--- src/rtl/ddr2_bridge_pkg.sv ---
// Shared state codes and constants for the DDR2 port bridge.
package ddr2_bridge_pkg;

  typedef logic [2:0] state_t;

  localparam state_t StIdle    = 3'd0;
  localparam state_t StWrIssue = 3'd1;
  localparam state_t StWrAck   = 3'd2;
  localparam state_t StRdIssue = 3'd3;
  localparam state_t StRdWait  = 3'd4;
  localparam state_t StRdAck   = 3'd5;

  localparam logic [31:0] RD_TIMEOUT_DATA = 32'hDEADBEEF;
  localparam logic [2:0]  AVM_BURST       = 3'd1;

endpackage

--- src/rtl/ddr2_bridge_arb.sv ---
// Two-way round-robin arbiter; bit 0 is the write channel, bit 1 the read channel.
module ddr2_bridge_arb (
  input  logic       ctrl_clk,
  input  logic       reset_n,
  input  logic [1:0] req_i,
  input  logic       grant_en_i,
  output logic [1:0] grant_o
);

  logic last_rd_q, last_rd_d;

  always_comb begin
    grant_o = 2'b00;
    if (grant_en_i) begin
      case (req_i)
        2'b01:   grant_o = 2'b01;
        2'b10:   grant_o = 2'b10;
        2'b11:   grant_o = last_rd_q ? 2'b01 : 2'b10;
        default: grant_o = 2'b00;
      endcase
    end
    last_rd_d = last_rd_q;
    if (|grant_o) last_rd_d = grant_o[1];
  end

  // Reset to "read granted last" so the write channel wins the first tie.
  always_ff @(posedge ctrl_clk) begin
    if (!reset_n) last_rd_q <= 1'b1;
    else          last_rd_q <= last_rd_d;
  end

endmodule

--- src/rtl/ddr2_port_bridge.sv ---
// Held-request word port to single-beat Avalon-MM bridge for the DDR2 controller.
// Optional read timeout is built when DDR2_BRIDGE_TIMEOUT_EN is defined.
module ddr2_port_bridge
  import ddr2_bridge_pkg::*;
#(
  parameter int unsigned DATA_W     = 32,
  parameter int unsigned AVM_ADDR_W = 25,
  parameter int unsigned BASE_WORD  = 0,
  parameter int unsigned RD_TIMEOUT = 1024
) (
  input  logic                  ctrl_clk,
  input  logic                  reset_n,
  input  logic                  ddr_init_done,
  input  logic [31:0]           write_addr,
  input  logic [DATA_W-1:0]     write_data,
  input  logic                  write,
  output logic                  write_waitrequest,
  input  logic [31:0]           read_addr,
  input  logic                  read,
  output logic                  read_waitrequest,
  output logic [DATA_W-1:0]     read_data,
  output logic [AVM_ADDR_W-1:0] avm_address,
  output logic                  avm_write,
  output logic                  avm_read,
  output logic [DATA_W-1:0]     avm_writedata,
  output logic [2:0]            avm_burstcount,
  input  logic                  avm_waitrequest,
  input  logic                  avm_readdatavalid,
  input  logic [DATA_W-1:0]     avm_readdata,
  output logic                  rd_err
);

  state_t                  state_q, state_d;
  logic                    avm_write_q, avm_write_d;
  logic                    avm_read_q, avm_read_d;
  logic [AVM_ADDR_W-1:0]   avm_address_q, avm_address_d;
  logic [DATA_W-1:0]       avm_writedata_q, avm_writedata_d;
  logic [DATA_W-1:0]       read_data_q, read_data_d;
  logic                    write_waitrequest_q, write_waitrequest_d;
  logic                    read_waitrequest_q, read_waitrequest_d;
  logic [1:0]              grant;
  logic [AVM_ADDR_W-1:0]   wr_word, rd_word;
  logic                    rd_timeout;

  assign wr_word = write_addr[AVM_ADDR_W+1:2] + AVM_ADDR_W'(BASE_WORD);
  assign rd_word = read_addr[AVM_ADDR_W+1:2] + AVM_ADDR_W'(BASE_WORD);

  logic unused_addr_bits;
  assign unused_addr_bits = ^{write_addr[31:AVM_ADDR_W+2], write_addr[1:0],
                              read_addr[31:AVM_ADDR_W+2], read_addr[1:0]};

  ddr2_bridge_arb u_arb (
    .ctrl_clk   (ctrl_clk),
    .reset_n    (reset_n),
    .req_i      ({read, write}),
    .grant_en_i ((state_q == StIdle) && ddr_init_done),
    .grant_o    (grant)
  );

`ifdef DDR2_BRIDGE_TIMEOUT_EN
  localparam int unsigned CntW = $clog2(RD_TIMEOUT + 1);

  logic [CntW-1:0] rd_cnt_q, rd_cnt_d;
  logic            rd_err_q, rd_err_d;

  always_comb begin
    rd_cnt_d = (state_q == StRdWait) ? rd_cnt_q + 1'b1 : '0;
    rd_err_d = rd_err_q | (rd_timeout && !avm_readdatavalid);
  end

  // rd_cnt_q counts completed RD_WAIT cycles, so this fires on the RD_TIMEOUT-th one.
  assign rd_timeout = (state_q == StRdWait) && (rd_cnt_q == CntW'(RD_TIMEOUT - 1));
  assign rd_err     = rd_err_q;

  always_ff @(posedge ctrl_clk) begin
    if (!reset_n) begin
      rd_cnt_q <= '0;
      rd_err_q <= 1'b0;
    end else begin
      rd_cnt_q <= rd_cnt_d;
      rd_err_q <= rd_err_d;
    end
  end
`else
  logic unused_cfg;
  assign unused_cfg = RD_TIMEOUT[0];
  assign rd_timeout = 1'b0;
  assign rd_err     = 1'b0;
`endif

  always_comb begin
    state_d             = state_q;
    avm_write_d         = avm_write_q;
    avm_read_d          = avm_read_q;
    avm_address_d       = avm_address_q;
    avm_writedata_d     = avm_writedata_q;
    read_data_d         = read_data_q;
    write_waitrequest_d = 1'b1;
    read_waitrequest_d  = 1'b1;
    case (state_q)
      StIdle: begin
        if (grant[0]) begin
          avm_address_d   = wr_word;
          avm_writedata_d = write_data;
          avm_write_d     = 1'b1;
          state_d         = StWrIssue;
        end else if (grant[1]) begin
          avm_address_d = rd_word;
          avm_read_d    = 1'b1;
          state_d       = StRdIssue;
        end
      end
      StWrIssue: begin
        if (!avm_waitrequest) begin
          avm_write_d         = 1'b0;
          write_waitrequest_d = 1'b0;
          state_d             = StWrAck;
        end
      end
      StRdIssue: begin
        if (!avm_waitrequest) begin
          avm_read_d = 1'b0;
          state_d    = StRdWait;
        end
      end
      StRdWait: begin
        if (avm_readdatavalid) begin
          read_data_d        = avm_readdata;
          read_waitrequest_d = 1'b0;
          state_d            = StRdAck;
        end else if (rd_timeout) begin
          read_data_d        = DATA_W'(RD_TIMEOUT_DATA);
          read_waitrequest_d = 1'b0;
          state_d            = StRdAck;
        end
      end
      StWrAck, StRdAck: state_d = StIdle;
      default:          state_d = StIdle;
    endcase
  end

  always_ff @(posedge ctrl_clk) begin
    if (!reset_n) begin
      state_q             <= StIdle;
      avm_write_q         <= 1'b0;
      avm_read_q          <= 1'b0;
      avm_address_q       <= '0;
      avm_writedata_q     <= '0;
      read_data_q         <= '0;
      write_waitrequest_q <= 1'b1;
      read_waitrequest_q  <= 1'b1;
    end else begin
      state_q             <= state_d;
      avm_write_q         <= avm_write_d;
      avm_read_q          <= avm_read_d;
      avm_address_q       <= avm_address_d;
      avm_writedata_q     <= avm_writedata_d;
      read_data_q         <= read_data_d;
      write_waitrequest_q <= write_waitrequest_d;
      read_waitrequest_q  <= read_waitrequest_d;
    end
  end

  assign avm_write         = avm_write_q;
  assign avm_read          = avm_read_q;
  assign avm_address       = avm_address_q;
  assign avm_writedata     = avm_writedata_q;
  assign avm_burstcount    = AVM_BURST;
  assign read_data         = read_data_q;
  assign write_waitrequest = write_waitrequest_q;
  assign read_waitrequest  = read_waitrequest_q;

endmodule
--- config.mk ---
export PLATFORM = sky130hd
export DESIGN_NAME = ddr2_port_bridge
export DESIGN_NICKNAME = d
export VERILOG_FILES = /design/src/rtl/ddr2_bridge_pkg.sv /design/src/rtl/ddr2_bridge_arb.sv /design/src/rtl/ddr2_port_bridge.sv
export SDC_FILE = /design/constraint.sdc
export NUM_CORES = 1
export LEC_CHECK = 0
export BUFFER_PORTS_ARGS = -buffer_cell sky130_fd_sc_hd__buf_2
export CAP_MARGIN = 15
export CELL_PAD_IN_SITES_DETAIL_PLACEMENT = 1
export CELL_PAD_IN_SITES_GLOBAL_PLACEMENT = 2
export CORE_MARGIN = 5
export CORE_UTILIZATION = 26
export DETAILED_ROUTE_END_ITERATION = 10
export PLACE_DENSITY_LB_ADDON = 0.1
export SYNTH_ARGS = -nofsm -noshare
export SYNTH_HDL_FRONTEND = slang
export SYNTH_SLANG_ARGS = --single-unit
--- constraint.sdc ---
create_clock -name ctrl_clk -period 4.54 [get_ports ctrl_clk]
set_input_delay 0.908 -clock ctrl_clk [delete_from_list [all_inputs] [get_ports ctrl_clk]]
set_output_delay 0.908 -clock ctrl_clk [all_outputs]
set_load 0.05 [all_outputs]
==> results of run 1 <==
## worst max path at each step
stage	start	endpoint	slack (ns)	cells past startpoint
2_1_floorplan	ddr_init_done	avm_writedata[12]	2.40	6
3_3_place_gp	write	avm_address[11]	1.26	5
3_5_place_dp	write	avm_address[23]	1.28	5
4_1_cts	write	avm_address[23]	1.63	5
5_1_grt	write	avm_address[12]	1.45	5
6_report	write	avm_address[23]	1.61	5
## layout make-up
| cell class | instances | area (µm²) | area share |
|---|---|---|---|
| clock buffers | 11 | 253 | 0.0441 |
| clock inverters | 5 | 61.3 | 0.0107 |
| inverters | 2 | 7.51 | 0.00131 |
| multi-input cells | 329 | 2020 | 0.353 |
| flip-flops and latches | 97 | 1940 | 0.339 |
| well taps | 216 | 270 | 0.0472 |
| repair buffers | 226 | 1180 | 0.205 |
## worst min-delay path: cells and delay by family, from the launching register on
family             cells  cell delay, ns
DFF                    1            0.31
AOI/OAI and AO/OA      1            0.05
and+or+nand+nor        1            0.05
## cell usage in the layout (no fill, tap or decap), types with 4 or more instances in the layout
cell       netlist  routed
o31ai_2          9       9
clkbuf_16        0       9
nand2_1         69      69
nor2_1           4       4
a21oi_1         91      91
a311oi_1        25      25
dfxtp_1         97      97
conb_1           2       4
buf_2           16     213
o31ai_1         48      48
nand4_1         57      57
buf_4            4      12
## kinds of logic (layout without fill, tap and decap cells)
logic type	Yosys count	in the layout
other	2	4
DFF	97	97
and+or+nand+nor	143	143
AOI/OAI and AO/OA	181	181
buffers and inverters	73	244
muxes	1	1
## registers in the layout (all words and copies together) (netlist names)
name,count
avm_writedata,32
read_data,32
avm_address,25
state_q,3
avm_read,1
avm_write,1
read_waitrequest,1
u_arb.last_rd_q,1
write_waitrequest,1
## metal layers
metal | vias up | share of wire
met5 | - | 0.0012
met4 | 4 | 0.016
met3 | 19 | 0.071
met2 | 132 | 0.50
met1 | 2263 | 0.41
li1 | 2198 | -
## report_power, final
part / leakage, nW / internal [W] / total, W / switching [W]
sequential: 0.790 / 0.000919 / 0.000972 / 0.0000526
combinational: 1.42 / 0.000193 / 0.000723 / 0.000531
clock: 0.157 / 0.000462 / 0.000808 / 0.000346
total: 2.37 / 0.00157 / 0.00250 / 0.000930
## stage by stage
| stage | instance area (µm²) | hold slack, ns | std cells | utilization | setup slack (ns) |
|---|---|---|---|---|---|
| 2_1_floorplan | 4260 | 0.527 | 499 | - | 2.40 |
| 3_3_place_gp | 5400 | 0.440 | 869 | 0.339 | 1.26 |
| 3_5_place_dp | 5400 | 0.447 | 869 | 0.339 | 1.28 |
| 4_1_cts | 5710 | 0.458 | 885 | 0.358 | 1.63 |
| 5_1_grt | 5730 | 0.481 | 886 | 0.360 | 1.45 |
| 6_report | 5730 | 0.452 | 886 | 0.360 | 1.61 |
==> impl_metrics.yaml, run 1 <==
run_status:
  status: "finished clean"
worst_setup_path:
  start_kind: "primary input"
  reg2reg_depth: 4
  crit_slowest_cell: "and2_1"
  crit_family: "simple AND/OR/NAND/NOR gates"
  rrSetupSlack_ns: 2.14
  critPathBufInv: 2
  path_cells: "buf_2 > o21a_1 > buf_4 > and2_1 > a311oi_1"
  crit_type: "primary input to register"
  cp_max_fo: 28
  cp-end-kind: "register"
  reg2reg_to: "avm_address[23]"
  r2r-start: "state_q[1]"
  worstPathRequired_ns: 4.70
  slowest_delay_ns: 0.96
  crit_arrival_ns: 3.09
floorplanning:
  die-height_um: 138
  design.core.area_um2: 15900
  die_w_um: 138
  ios: 232
  rows: 46
  floorplan.die_area_um2: 19000
  initial_core_util: 0.267
route:
  drc_errors: 0
  vias: 4616
  routed_via_density: 5.21
  wl_per_cell_um: 19.4
  drt_iter0_drc: 173
  finalWirelength_mm: 17.2
  firstDrtPassIters: 4
  antenna_left: 0
worst_hold_path:
  min_to: "read_data[30]"
  hold_path_class: "register to register"
  hp-start: "read_data[30]"
  min_path_cells: 2
sta:
  finClkSkew_ns: 0.00632
  setup_viol: 0
  rsz0062_at_grt: "false"
  final.min_clock_period_ns: 2.93
  fmax_ghz: 0.341
  slew_viol_final: 0
  hold_viol: 0
  min_period_over_period: 0.646
  fin_tns_setup_ns: 0
  worst_slew_pin_slew_ns: 1.17
  slew_headroom: 0.223
cells_and_area:
  nNetsFinal: 800
  drive_above_1_share: 0.387
  area_growth_pct: 34.7
  fillers: 1963
  diodes: 0
synthesis:
  synth_xor_xnor_area_share: 0
  synth_top_area_frac: 0.456
  netlist_area_um2: 4260
  yosys.area.top_type: "dfxtp_1"
  synth_mux_area_frac: 0.00235
  synth_most_common_cell: "dfxtp_1"
  yosys.area_share.adder: 0
  synthSimpleGateAreaFrac: 0.177
  synth_top_family_by_area: "compound AO/OA/AOI/OAI gates"
  synthTopCellsByCount: "97 x dfxtp_1, 91 x a21oi_1, 69 x nand2_1, 57 x nand4_1, 48 x o31ai_1"
  synth_area_leaders: "dfxtp_1 46%, a21oi_1 11%, o31ai_1 8.5%"
  ys_warn_count: 0
  synthArstFlopShare: 0
  ys_types: 34
  ys_seq_area_frac: 0.456
  synth_compound_area_frac: 0.283
  syn_area_per_cell_um2: 8.56
  ys.flop_type: "dfxtp_1"
  synth_cells: 497
  synth_edf_count: 0
  ys_seq_elements: 97
global_route:
  met2_usage: 0.308
  grt_usage: 0.176
  overflow: 0
  grt_max_degree: 60
  antenna_found_initial: 2
  met3_usage: 0.0475
  grt_pass1_vias: 4831
  top_usage_layer: "met2"
  grt_util_met1: 0.212
  grt_pass1_wl_mm: 26.4
clocking:
  postCtsSetupBuffers: 0
  clockRootBuffer: "clkbuf_16"
  clkTransAtPathRegs_ns: 0.07
  clockBufferDepth: 2
  clk_latency_ns: 0.34
  cts_buffers: 9
  cts_tree: "yes"
  cts_hold_buf: 0
  h-tree-depth: 3
  cts_resized: 0
  cts_sinks: 97
place:
  routabilityCongestion: 0.751
  port_buffers: 213
  dp_hpwl_mm: 11.3
power_and_ir_drop:
  power_w: 0.00250
  power_density_nw_per_um2: 437
  ir_drop_v: 0.000232
  p_leak_nw: 2.37
flow_run:
  timing.max_cap.violations: 0
No activity file was read; power rests on OpenSTA's default activity.
==> inputs of run 2 (changes only) <==
CORE_UTILIZATION = 24   (was 26)
clock period = 3.05 ns   (was 4.54 ns; I/O delays follow)
==> run 2 against run 1 <==
  * Critical path type is now register to register
  * Cell area grew 0.28%
  * Critical path depth is 2 lower
  * Worst hold slack improved by 0.00084 ns
  * First-iteration DRC count fell by 4.0%
  * Via count down 1.7%
  * Critical endpoint is now avm_address[22]
  * Final cell count up 1.4%
  * Total power up 48%
==> impl_metrics.yaml, run 2 (synthesis gave the netlist of run 1 again) <==
run_status:
  status: "finished clean"
worst_setup_path:
  crit_slowest_cell: "or4b_4"
  reg2reg_depth: 3
  reg2reg_to: "avm_address[22]"
  path_cells: "or4b_4 > o31ai_1 > a311oi_1"
  cp_max_fo: 59
  slowest_delay_ns: 0.95
  rrSetupSlack_ns: 0.93
  start_kind: "register"
  cp-end-kind: "register"
  crit_type: "register to register"
  crit_start: "state_q[1]"
  crit_arrival_ns: 2.28
  worstPathRequired_ns: 3.21
  r2r-start: "state_q[1]"
route:
  antenna_left: 0
  drt_iter0_drc: 166
  firstDrtPassIters: 4
  drc_errors: 0
  vias: 4538
  wl_per_cell_um: 19.3
  routed_via_density: 5.05
  finalWirelength_mm: 17.4
clocking:
  cts_buffers: 9
  cts_tree: "yes"
  h-tree-depth: 3
  clockBufferDepth: 2
  clk_latency_ns: 0.35
  postCtsSetupBuffers: 0
  cts_hold_buf: 0
  clockRootBuffer: "clkbuf_16"
  cts_sinks: 97
  clkTransAtPathRegs_ns: 0.07
  cts_resized: 0
sta:
  rsz0062_at_grt: "false"
  worst_slew_pin_slew_ns: 1.16
  finClkSkew_ns: 0.00951
  hold_slack_ns: 0.453
  min_period_over_period: 0.695
  final.min_clock_period_ns: 2.12
  slew_headroom: 0.227
  layout_setup_ws_ns: 0.930
  slew_viol_final: 0
  fmax_ghz: 0.472
  hold_viol: 0
  fin_tns_setup_ns: 0
  setup_viol: 0
cells_and_area:
  nNetsFinal: 802
  area_growth_pct: 35.1
  final_cell_mix: "213 x buf_2, 97 x dfxtp_1, 91 x a21oi_1"
  drive_above_1_share: 0.388
  final_common_cell: "buf_2"
  stdcell_count: 898
place:
  routabilityCongestion: 0.721
  pre_cts_ws_ns: 0.778
  port_buffers: 213
  dp_cells: 881
  dp_hpwl_mm: 11.5
global_route:
  grt_usage: 0.165
  antenna_found_initial: 0
  grt_pass1_vias: 4696
  overflow: 0
  grt_pass1_wl_mm: 26.4
  grt_max_degree: 60
flow_run:
  timing.max_cap.violations: 0
floorplanning:
  ios: 232
  rows: 48
  initial_core_util: 0.245
  floorplan.die_area_um2: 20500
  die_w_um: 143
  die-height_um: 143
  design.core.area_um2: 17400
power_and_ir_drop:
  ir_drop_v: 0.000297
  p_leak_nw: 2.36
  power_density_nw_per_um2: 644
worst_hold_path:
  hp-start: "read_data[3]"
  min_path_cells: 2
  hold_path_class: "register to register"
  min_to: "read_data[3]"
run 2: worst max path at each step:
stage                              to  cells past startpoint
floorplan           avm_writedata[12]                      6
global placement      avm_address[11]                      4
detailed placement    avm_address[11]                      4
CTS                   avm_address[11]                      3
global route           avm_address[9]                      3
finish                avm_address[22]                      3
run 2: stage by stage:
| stage | util | area (µm²) | total power (W) |
|---|---|---|---|
| 2_1_floorplan | - | 4260 | 0.00224 |
| 3_3_place_gp | 0.314 | 5440 | 0.00255 |
| 3_5_place_dp | 0.314 | 5440 | 0.00257 |
| 4_1_cts | 0.331 | 5750 | 0.00377 |
| 5_1_grt | 0.331 | 5750 | 0.00390 |
| 6_report | 0.331 | 5750 | 0.00370 |
run 2: area by class of cell:
| type | count | area [µm²] |
|---|---|---|
| Antenna cell | 1 | 2.50 |
| Clock buffer | 9 | 225 |
| Clock inverter | 7 | 76.3 |
| Fill cell | 2121 | 11600 |
| Inverter | 2 | 7.51 |
| Multi-Input combinational cell | 329 | 2020 |
| Sequential cell | 97 | 1940 |
| Tap cell | 225 | 282 |
| Timing Repair Buffer | 228 | 1190 |
run 2: routing by layer:
layer	GRT usage	vias to the layer above	part of all wire
li1	-	2207	-
met1	0.211	2176	0.42
met2	0.267	140	0.48
met3	0.0512	15	0.081
met4	0.0490	0	0.013
met5	0	-	0
run 2: worst max-delay path: cells and delay by family (launching register included):
kind / cells / cell delay (ns)
AOI/OAI and AO/OA: 2 / 0.51
DFF: 1 / 0.47
and+or+nand+nor: 1 / 0.95
run 2: where the power goes:
group	internal [W]	switching [W]	total, W
Combinational	0.000289	0.000791	0.00108
Clock	0.000643	0.000536	0.00118
Sequential	0.00137	0.0000762	0.00144
